### config.mk
export PLATFORM = sky130hd
export DESIGN_NAME = scan_decoder
export DESIGN_NICKNAME = d
export VERILOG_FILES = /design/src/rtl/scan_decoder_pkg.sv /design/src/rtl/scan_dwell_counter.sv /design/src/rtl/scan_decoder.sv
export SDC_FILE = /design/constraint.sdc
export NUM_CORES = 1
export LEC_CHECK = 0
export CAP_MARGIN = 20
export CORE_MARGIN = 1
export CORE_UTILIZATION = 55
export CTS_BUF_LIST = sky130_fd_sc_hd__clkbuf_8
export CTS_CLUSTER_SIZE = 12
export DETAILED_ROUTE_END_ITERATION = 6
export GPL_ROUTABILITY_DRIVEN = 0
export PLACE_DENSITY_LB_ADDON = 0.12
export SETUP_SLACK_MARGIN = 0.4
export SLEW_MARGIN = 25
export SYNTH_ARGS = -nofsm -noshare
export SYNTH_HDL_FRONTEND = slang
export SYNTH_SLANG_ARGS = --single-unit
export TNS_END_PERCENT = 30
### constraint.sdc
create_clock -name i_clk -period 2.75 [get_ports i_clk]
set_clock_uncertainty 0.2 [all_clocks]
set_input_delay 0.825 -clock i_clk [delete_from_list [all_inputs] [get_ports i_clk]]
set_output_delay 0.825 -clock i_clk [all_outputs]
set_load 0.01 [all_outputs]
### src/rtl/scan_decoder_pkg.sv
// Shared types and helpers for the scan_decoder block: FSM state encoding and
// the active-low one-hot generator used by both direct and scan paths.
package scan_decoder_pkg;

  localparam int MAX_OUT = 256;

  typedef enum logic [1:0] {
    IDLE  = 2'd0,
    RUN   = 2'd1,
    PAUSE = 2'd2
  } scan_state_e;

  function automatic logic [MAX_OUT-1:0] onehot_n(input int unsigned idx, input int unsigned n);
    logic [MAX_OUT-1:0] v;
    v = '1;
    if (idx < n && idx < MAX_OUT) v[idx[7:0]] = 1'b0;
    return v;
  endfunction

endpackage

### src/rtl/scan_dwell_counter.sv
// Dwell counter for scan mode: counts 0..lim and wraps, with clear, load and hold.
// tc flags the last cycle of the dwell period.
module scan_dwell_counter #(
  parameter int DWELL_W = 16
) (
  input  logic               clk,
  input  logic               rst_n,
  input  logic               clr,
  input  logic               ld,
  input  logic [DWELL_W-1:0] ld_val,
  input  logic               hold,
  input  logic [DWELL_W-1:0] lim,
  output logic [DWELL_W-1:0] cnt,
  output logic               tc
);

  assign tc = (cnt == lim);

  always_ff @(posedge clk or negedge rst_n) begin
    if (!rst_n)     cnt <= '0;
    else if (clr)   cnt <= '0;
    else if (ld)    cnt <= ld_val;
    else if (!hold) cnt <= tc ? '0 : cnt + DWELL_W'(1);
  end

endmodule

### src/rtl/scan_decoder.sv
// Registered 1-of-N active-low decoder with direct and scan modes.
// Optional SCAN_DECODER_BLANK_EN inserts an all-high cycle at every scan index advance.
module scan_decoder
  import scan_decoder_pkg::*;
#(
  parameter int N_OUT   = 10,
  parameter int SEL_W   = 4,
  parameter int DWELL_W = 16
) (
  input  logic               i_clk,
  input  logic               i_n_rst,
  input  logic               i_cs,
  input  logic [1:0]         i_n_cs,
  input  logic               i_mode,
  input  logic [SEL_W-1:0]   i_sel,
  input  logic [DWELL_W-1:0] i_dwell,
  input  logic               i_load_valid,
  output logic               o_load_ready,
  output logic [N_OUT-1:0]   o_n_out,
  output logic [SEL_W-1:0]   o_sel,
  output logic               o_invalid,
  output logic               o_wrap
);

  localparam logic [SEL_W-1:0] LAST_IDX = SEL_W'(N_OUT - 1);

  scan_state_e        state, state_nxt;
  logic [SEL_W-1:0]   idx, idx_nxt, sel_nxt;
  logic [DWELL_W-1:0] dwell_reg, dwell_cnt;
  logic               enable, sel_ok, load_fire, cnt_tc, count_en, advance;
  logic               blank, blank_nxt, wrap_nxt, invalid_nxt;
  logic [N_OUT-1:0]   n_out_nxt;

  assign enable       = i_cs & ~i_n_cs[0] & ~i_n_cs[1];
  assign sel_ok       = int'(i_sel) < N_OUT;
  assign o_load_ready = (state != RUN);
  assign load_fire    = i_load_valid & o_load_ready;
  // Count only in cycles that start and end in RUN, so pause/resume edges do not consume dwell.
  assign count_en     = (state == RUN) && (state_nxt == RUN) && !blank;
  assign advance      = count_en & cnt_tc;

  always_ff @(posedge i_clk or negedge i_n_rst) begin
    if (!i_n_rst) state <= IDLE;
    else          state <= state_nxt;
  end

  always_comb begin
    state_nxt = state;
    if (!i_mode) state_nxt = IDLE;
    else begin
      case (state)
        IDLE:    if (enable)  state_nxt = RUN;
        RUN:     if (!enable) state_nxt = PAUSE;
        PAUSE:   if (enable)  state_nxt = RUN;
        default: state_nxt = IDLE;
      endcase
    end
  end

  always_comb begin
    idx_nxt = idx;
    if (load_fire)    idx_nxt = sel_ok ? i_sel : '0;
    else if (advance) idx_nxt = (idx == LAST_IDX) ? '0 : idx + SEL_W'(1);
  end

  always_ff @(posedge i_clk or negedge i_n_rst) begin
    if (!i_n_rst) begin
      idx       <= '0;
      dwell_reg <= '0;
    end else begin
      idx <= idx_nxt;
      if (load_fire) dwell_reg <= i_dwell;
    end
  end

  scan_dwell_counter #(.DWELL_W(DWELL_W)) u_dwell (
    .clk   (i_clk),
    .rst_n (i_n_rst),
    .clr   (state_nxt == IDLE),
    .ld    (load_fire),
    .ld_val('0),
    .hold  (!count_en),
    .lim   (dwell_reg),
    .cnt   (dwell_cnt),
    .tc    (cnt_tc)
  );

`ifdef SCAN_DECODER_BLANK_EN
  always_comb begin
    blank_nxt = blank;
    if (state_nxt == IDLE || load_fire)           blank_nxt = 1'b0;
    else if (advance)                             blank_nxt = 1'b1;
    else if (state == RUN && state_nxt == RUN)    blank_nxt = 1'b0;
  end

  always_ff @(posedge i_clk or negedge i_n_rst) begin
    if (!i_n_rst) blank <= 1'b0;
    else          blank <= blank_nxt;
  end

  // Wrap is reported when index 0 is actually driven, i.e. as the blank after the wrap ends.
  assign wrap_nxt = blank && (state == RUN) && (state_nxt == RUN) && (idx == '0);
`else
  assign blank     = 1'b0;
  assign blank_nxt = 1'b0;
  assign wrap_nxt  = advance && (idx == LAST_IDX);
`endif

  always_comb begin
    n_out_nxt   = '1;
    invalid_nxt = 1'b0;
    sel_nxt     = idx_nxt;
    case (state_nxt)
      IDLE: begin
        if (enable) n_out_nxt = N_OUT'(onehot_n(32'(i_sel), N_OUT));
        invalid_nxt = enable & ~sel_ok;
        sel_nxt     = i_sel;
      end
      RUN:     if (!blank_nxt) n_out_nxt = N_OUT'(onehot_n(32'(idx_nxt), N_OUT));
      default: ;
    endcase
  end

  // Output register stage
  always_ff @(posedge i_clk or negedge i_n_rst) begin
    if (!i_n_rst) begin
      o_n_out   <= '1;
      o_sel     <= '0;
      o_invalid <= 1'b0;
      o_wrap    <= 1'b0;
    end else begin
      o_n_out   <= n_out_nxt;
      o_sel     <= sel_nxt;
      o_invalid <= invalid_nxt;
      o_wrap    <= wrap_nxt;
    end
  end

endmodule
==> Word level (Yosys, flattened, before mapping) <==
Cells that the tools add are included.
{ "classes": {"bitwise_logic": 10, "n_eq_ne": 6, "reduce_logical": 8, "mux": 22, "mul": 0, "addsub": 2, "magnitude_cmp": 7, "n_div": 0, "shift": 0} }
{ "op_table": {"columns": ["cell", "count"], "rows": [
  ["16-bit two-way mux", 4],
  ["10-bit two-way mux", 3],
  ["4-bit two-way mux", 5],
  ["10-bit NOT", 2],
  ["10-bit one-hot mux with 2 select lines", 1],
  ["4-bit by 9-bit less-than comparator with 1-bit output (second input constant)", 2],
  ["16-bit by 1-bit adder with 16-bit output (second input constant)", 1],
  ["16-bit equality test", 1],
  ["4-bit less-than comparator (second input constant)", 3],
  ["1-bit demux with 4-bit select", 2],
  ["4-bit by 1-bit greater-or-equal comparator with 1-bit output (second input constant)", 2],
  ["2-bit two-way mux", 3],
  ["1-bit bitwise AND", 5],
  ["4-bit by 1-bit adder with 4-bit output (second input constant)", 1],
  ["2-bit by 1-bit equality test with 1-bit output (second input constant)", 2],
  ["4-bit equality test (second input constant)", 1],
  ["1-bit logical AND", 4],
  ["2-bit logical NOT", 2],
  ["2-bit one-hot mux with 2 select lines", 1],
  ["1-bit two-way mux", 3],
  ["1-bit NOT", 3],
  ["3-bit nonzero test", 1],
  ["2-bit equality test (second input constant)", 1],
  ["2-bit by 1-bit != test with 1-bit output (second input constant)", 1],
  ["2-bit OR reduction", 1]
]} }
{ "totals": {"word_cells": 63, "rom_bits": 0, "register_bits": 54, "out_inout_bits": 17, "n_memories": 0, "ramBits": 0, "latchBits": 0} }

==> Longest topological paths before layout <==
{ "logic_depth": {"depth_word": 18, "depth_mapped": 8, "ltp_nobuf": 8} }

==> Hierarchy <==
From an unflattened synthesis, not the netlist that was laid out.
{ "unflattened": {"hier_cells": 335, "hier_area_um2": 3070.4} }
{ "by_module_without_submodules": {"columns": ["mod", "seq_area_each_um2", "instances", "area_per_inst_um2", "cells_per_inst"], "rows": [
  ["scan_decoder", 963.4, 1, 1795.5, 185],
  ["scan_dwell_counter", 400.4, 1, 1275.0, 150]
]} }

==> Worst setup path after synthesis <==
OpenSTA, ideal clock, no wires.
{ "synth_path": {"kind": "input -> register", "start": "in i_n_cs[0]", "end": "reg o_n_out[4]", "setup_time_ps": 95, "t_arrival_ps": 2169, "n_path_buf": 0, "path_stages": 7, "slack_ps": 286, "t_required_ps": 2455, "path_cell_list": "nor3b_4 > and4b_1 > nand2_1 > nor2_2 > o211ai_2 > nor4b_2 > a22oi_1"} }
{ "synth_via": {"elab_chain_cells": 18} }
{ "synth_lines": {"columns": ["element", "line", "source"], "rows": [
  ["start, declared", "scan_decoder.sv:13", "input logic [1:0] i_n_cs,"],
  ["1-bit NOT *", "scan_decoder.sv:34", "assign enable = i_cs & ~i_n_cs[0] & ~i_n_cs[1];"],
  ["1-bit bitwise AND * (2 in series)", "scan_decoder.sv:34", null],
  ["2-bit two-way mux (on tied branches)", "scan_decoder.sv:52, scan_decoder.sv:54, scan_decoder.sv:53", null],
  ["2-bit one-hot mux with 2 select lines *", "scan_decoder.sv:51", "case (state)"],
  ["2-bit two-way mux *", "scan_decoder.sv:49", "if (!i_mode) state_nxt = IDLE;"],
  ["2-bit by 1-bit equality test with 1-bit output *", "scan_decoder.sv:39", "assign count_en = (state == RUN) && (state_nxt == RUN) && !blank;"],
  ["1-bit logical AND *", "scan_decoder.sv:39", null],
  ["1-bit bitwise AND *", "scan_decoder.sv:40", "assign advance = count_en & cnt_tc;"],
  ["[2 not listed]", null, null],
  ["named net idx_nxt[3]", "scan_decoder.sv:28", "logic [SEL_W-1:0] idx, idx_nxt, sel_nxt;"],
  ["4-bit by 9-bit less-than comparator with 1-bit output (not written as such) / 4-bit by 1-bit greater-or-equal comparator with 1-bit output (equally long branches)", "scan_decoder_pkg.sv:16", "if (idx < n && idx < MAX_OUT) v[idx[7:0]] = 1'b0;"],
  ["1-bit logical AND (not written as such)", "scan_decoder_pkg.sv:16", null],
  ["1-bit two-way mux (not written as such)", "scan_decoder_pkg.sv:16", null],
  ["1-bit demux with 4-bit select", "scan_decoder_pkg.sv:16", null],
  ["10-bit NOT (no line)", null, null],
  ["10-bit two-way mux *", "scan_decoder_pkg.sv:16", null],
  ["10-bit one-hot mux with 2 select lines *", "scan_decoder.sv:113", "case (state_nxt)"],
  ["named net n_out_nxt[4]", "scan_decoder.sv:32", "logic [N_OUT-1:0] n_out_nxt;"],
  ["end signal, assigned", "scan_decoder.sv:132", "o_n_out <= n_out_nxt;"],
  ["end, declared", "scan_decoder.sv:19", "output logic [N_OUT-1:0] o_n_out,"]
]} }
The timed path passes the listed nets; every way through them passes the cells marked *.
A chain may end at the register's enable or synchronous reset.

==> Worst setup path after layout <==
{ "layout_path": {"start": "reg u_dwell.cnt[10]", "end": "reg o_n_out[8]"} }
{ "layout_via": {"elab_chain_cells": 11} }
{ "layout_lines": {"columns": ["element", "line", "source"], "rows": [
  ["start, declared", "scan_dwell_counter.sv:13", "output logic [DWELL_W-1:0] cnt,"],
  ["start signal, assigned", "scan_dwell_counter.sv:22", "else if (ld) cnt <= ld_val;"],
  ["start signal, assigned", "scan_dwell_counter.sv:23", "else if (!hold) cnt <= tc ? '0 : cnt + DWELL_W'(1);"],
  ["16-bit equality test *", "scan_dwell_counter.sv:17", "assign tc = (cnt == lim);"],
  ["1-bit bitwise AND *", "scan_decoder.sv:40", null],
  ["4-bit two-way mux *", "scan_decoder.sv:63", "else if (advance) idx_nxt = (idx == LAST_IDX) ? '0 : idx + SEL_W'(1);"],
  ["4-bit two-way mux *", "scan_decoder.sv:62", "if (load_fire) idx_nxt = sel_ok ? i_sel : '0;"],
  ["named net idx_nxt[2]", "scan_decoder.sv:28", null],
  ["4-bit by 9-bit less-than comparator with 1-bit output (not written as such) / 4-bit by 1-bit greater-or-equal comparator with 1-bit output (equally long branches)", "scan_decoder_pkg.sv:16", null],
  ["1-bit logical AND (not written as such)", "scan_decoder_pkg.sv:16", null],
  ["1-bit two-way mux (not written as such)", "scan_decoder_pkg.sv:16", null],
  ["1-bit demux with 4-bit select", "scan_decoder_pkg.sv:16", null],
  ["10-bit NOT (no line)", null, null],
  ["10-bit two-way mux *", "scan_decoder_pkg.sv:16", null],
  ["10-bit one-hot mux with 2 select lines *", "scan_decoder.sv:113", null],
  ["named net n_out_nxt[8]", "scan_decoder.sv:32", null]
]} }
Marks and branches as above.

==> run summary <==
The worst path required time is 2.77 ns. The multi-input combinational cells in the finished layout cover a total of 0.001444 sq mm. The largest net degree at the start of global routing is 55. The number of nets in the synthesized netlist is 312. For this design, the CTS-stage hold fixing added 0 buffers.

The maximum level of the CTS H-tree came out at 2. The share of flip-flops with an asynchronous set or reset after synthesis came out at 1.000. Of the available clock period, the critical path in the final layout requires 0.8948. The max-cap check violation count came out at 0.

The starting utilization of the core area came out at 0.5928. The vertical die dimension is 71.68 microns. The sum of routed wire length over all layers is 7.276 mm.

The final core utilization came out at 0.8361. From synthesis to final layout, the design area changed by 41.05%. The flow ran to the end, and the final reports show no timing, DRC or antenna violations.

The average detailed-routed wire length per instance is 17.20 microns. The synthesized instance count came out at 284. The total core area came out at 0.004504 sq mm. In this run the worst hold path is classified as register to register. The number of global-route vias before repair is 2176. The clock net sink count came out at 54. The worst hold path passes through 2 cells. The iteration-0 DRC count of the detailed router came out at 343. The area of all sequential standard cells came out at 0.001375 sq mm. The first-pass GRT wire length came out at 10.69 mm. The mean cell area of the mapped netlist came out at 9.402 sq um.

Power spread over the standard cell area amounts to 451.8 mW/mm^2. The finished layout holds 423 standard cells, fillers aside. The cell at the root of the clock tree is sky130_fd_sc_hd__clkbuf_8.

The number of iterations in the first detailed-routing pass came out at 5. The static leakage power came out at 1.674 nW. The number of synthesized register bits came out at 54. The number of hold violations in the final report came out at 0.

The source-to-sink clock delay at the later pin of the worst-skew pair is 0.31 ns. Counting tap cells, the placed design contains a total of 400 instances. The number of nets in the layout is 398. The die is 71.68 microns wide. Of all nets on the critical path, the largest fanout is 5. The via count came out at 2534. The proportion of power drawn by combinational gates is 0.177. Buffers placed on the I/O ports in this run total 43. Setup repair after global routing could not meet its margin everywhere. Cell internal power was estimated by the tool at 0.001243 W. Across every metal layer, demand over resource in global routing totals 0.2695. The sequential fraction of the synthesis area is 0.5108.

At the pin with the least slew margin, the transition time is 0.6778 ns. The critical path in this run is classified as register to register. In the routed layout, each cell is associated on average with a via count of 5.991. The combined area of all synthesized cells came out at 0.002670 sq mm. The number of CTS-inserted buffers is 5. The TritonCTS clock tree is yes. The net switching power came out at 0.0004585 W. Across the VDD grid, the largest voltage drop is 0.0002920 V. The relative slew slack came out at 0.5481. STA classifies the critical path startpoint as a register. The number of cells on the worst reg-to-reg path is 8.

The switching fraction of total power is 0.2694. The signal arrival time at the worst endpoint came out at 2.49 ns. The clock passes through at most 2 buffers.

The count of pins over their slew limit came out at 0. In the final layout, the share of cells above drive strength 1 is 0.2884. STA classifies the critical path endpoint as a register. The residual overflow from global routing is 0.

The number of antenna violations at the first check in global routing came out at 0. Detailed placement finished with a half-perimeter wire length of 4.417 mm. Fill cells in the final layout number 260.

The number of enable flip-flop cells after synthesis is 0. After floorplanning, the core was divided into 24 placement rows. The clock-pin transition on the worst setup and hold timing paths came out at 0.10 ns. In this run, distinct cell masters in the synthesized netlist total 43.

The Yosys step of the flow raised 0 warnings. The post-route DRC violation count is 0. The final antenna diode count is 0. The sequential group share of total power came out at 0.515. The post-detailed-route count of antenna-violating nets is 0. The highest attainable clock frequency is 406.4 MHz. The number of setup violations in the final report is 0. Among all flip-flop cells after synthesis, the most frequent one is sky130_fd_sc_hd__dfrtp_1. The count of boundary I/O pins came out at 44. The clock share of power is 0.308.

The area of the die is 0.005137 sq mm. The final critical delay including setup and external delays is 2.461 ns.
[layer usage]
layer	track usage	wire (microns)	vias up
li1	-	-	1158
met1	0.4071	3182	1227
met2	0.4088	3475	130
met3	0.03516	487	19
met4	0.07843	131	0
met5	0	0	-
[kinds of logic after synthesis]
| family | count (synthesis) | share of synthesized area |
|---|---|---|
| flops | 54 | 0.5108 |
| simple gates | 146 | 0.2713 |
| fa+ha+maj | 1 | 0.004685 |
| buf+inv | 13 | 0.01827 |
| compound gates | 42 | 0.1012 |
| mux | 2 | 0.008434 |
| xor+xnor | 26 | 0.08529 |
[final timing paths]
kind                                 startpoint              to  slack (ns)
worst max register to register  u_dwell.cnt[10]      o_n_out[8]        0.29
worst max-delay path            u_dwell.cnt[10]      o_n_out[8]        0.29
max in group asynchronous               i_n_rst        state[0]        1.43
worst min register to register    dwell_reg[11]   dwell_reg[11]        0.32
min in group asynchronous               i_n_rst  u_dwell.cnt[4]        0.44
worst min-delay path              dwell_reg[11]   dwell_reg[11]        0.32
[synthesized netlist by cell type (all sizes together) (2+ instances only)]
library cell   n  area, sq um
a21oi          7        38.79
a31oi          9        56.30
a32oi          2        17.52
and2           4        25.02
and4           5        45.04
clkbuf         4        15.01
dfrtp         44         1101
dfstp         10        262.8
inv            8        30.03
mux2           2        22.52
nand2         73        274.0
nand2b         2        12.51
nand3          6        30.03
nand4          7        43.79
nor2          20        77.58
nor2b          4        25.02
nor3           6        35.03
nor3b          4        41.29
nor4           6        37.54
nor4b          3        32.53
o211ai         2        25.02
o21a           2        15.01
o21ai         15        78.83
o31ai          2        15.01
or3            3        18.77
xnor2          3        26.28
xor2          23        201.4
[layout by cell type (no fill, tap or decap), types with 9 or more instances in the layout]
master and instances:
sky130_fd_sc_hd__nand2_1 71, sky130_fd_sc_hd__buf_4 38, sky130_fd_sc_hd__dfrtp_1 35, sky130_fd_sc_hd__clkdlybuf4s50_1 33
sky130_fd_sc_hd__xor2_1 21, sky130_fd_sc_hd__nor2_1 19, sky130_fd_sc_hd__o21ai_0 13, sky130_fd_sc_hd__dfstp_2 10
sky130_fd_sc_hd__inv_1 9, sky130_fd_sc_hd__dfrtp_2 9
[layout make-up]
class,count,area share
clock buffers,5,0.01827
clock inverters,3,0.009967
inverters,8,0.008638
multi-input cells,217,0.3834
flip-flops and latches,54,0.3651
well taps,52,0.01728
repair buffers,84,0.1973
[stage by stage]
step / instance area [sq um] / setup TNS [ns] / total power, W / hold WS (ns) / worst slack [ns]
floorplan: 2678 / 0 / 0.0009969 / 0.2652 / 0.2919
global placement: 3357 / -2.895 / 0.001120 / 0.2815 / -0.2258
detailed placement: 3357 / -4.020 / 0.001127 / 0.2877 / -0.3052
CTS: 3612 / 0 / 0.001667 / 0.3115 / 0.3585
global route: 3766 / 0 / 0.001763 / 0.3398 / 0.2399
finish: 3766 / 0 / 0.001702 / 0.3178 / 0.2892
[power by group through the flow]
stage / logic (W) / clock network [W] / registers, W
after floorplan: 0.000118 / 0 / 0.000879
after global placement: 0.000236 / 0 / 0.000884
after detailed placement: 0.000242 / 0 / 0.000885
after CTS: 0.000272 / 0.000524 / 0.000871
after global routing: 0.000327 / 0.000557 / 0.000880
final: 0.000301 / 0.000524 / 0.000877
[timing repair]
action / in CTS / in global routing
setup endpoints to repair: 42 / 34
pin swaps: 17 / 17
buffers inserted: 8 / 7
gates resized for setup: 39 / 24
[critical path, cell delays in order, from the launching register on]
cell and delay [ns]:
sky130_fd_sc_hd__dfrtp_1 0.44, sky130_fd_sc_hd__xor2_1 0.18, sky130_fd_sc_hd__nor4_2 0.43, sky130_fd_sc_hd__nand4_1 0.20, sky130_fd_sc_hd__buf_6 0.18, sky130_fd_sc_hd__nor2_4 0.15
sky130_fd_sc_hd__o211ai_4 0.13, sky130_fd_sc_hd__nor3_2 0.32, sky130_fd_sc_hd__a32oi_1 0.16
Note: power is estimated with default switching activity, not from simulation.
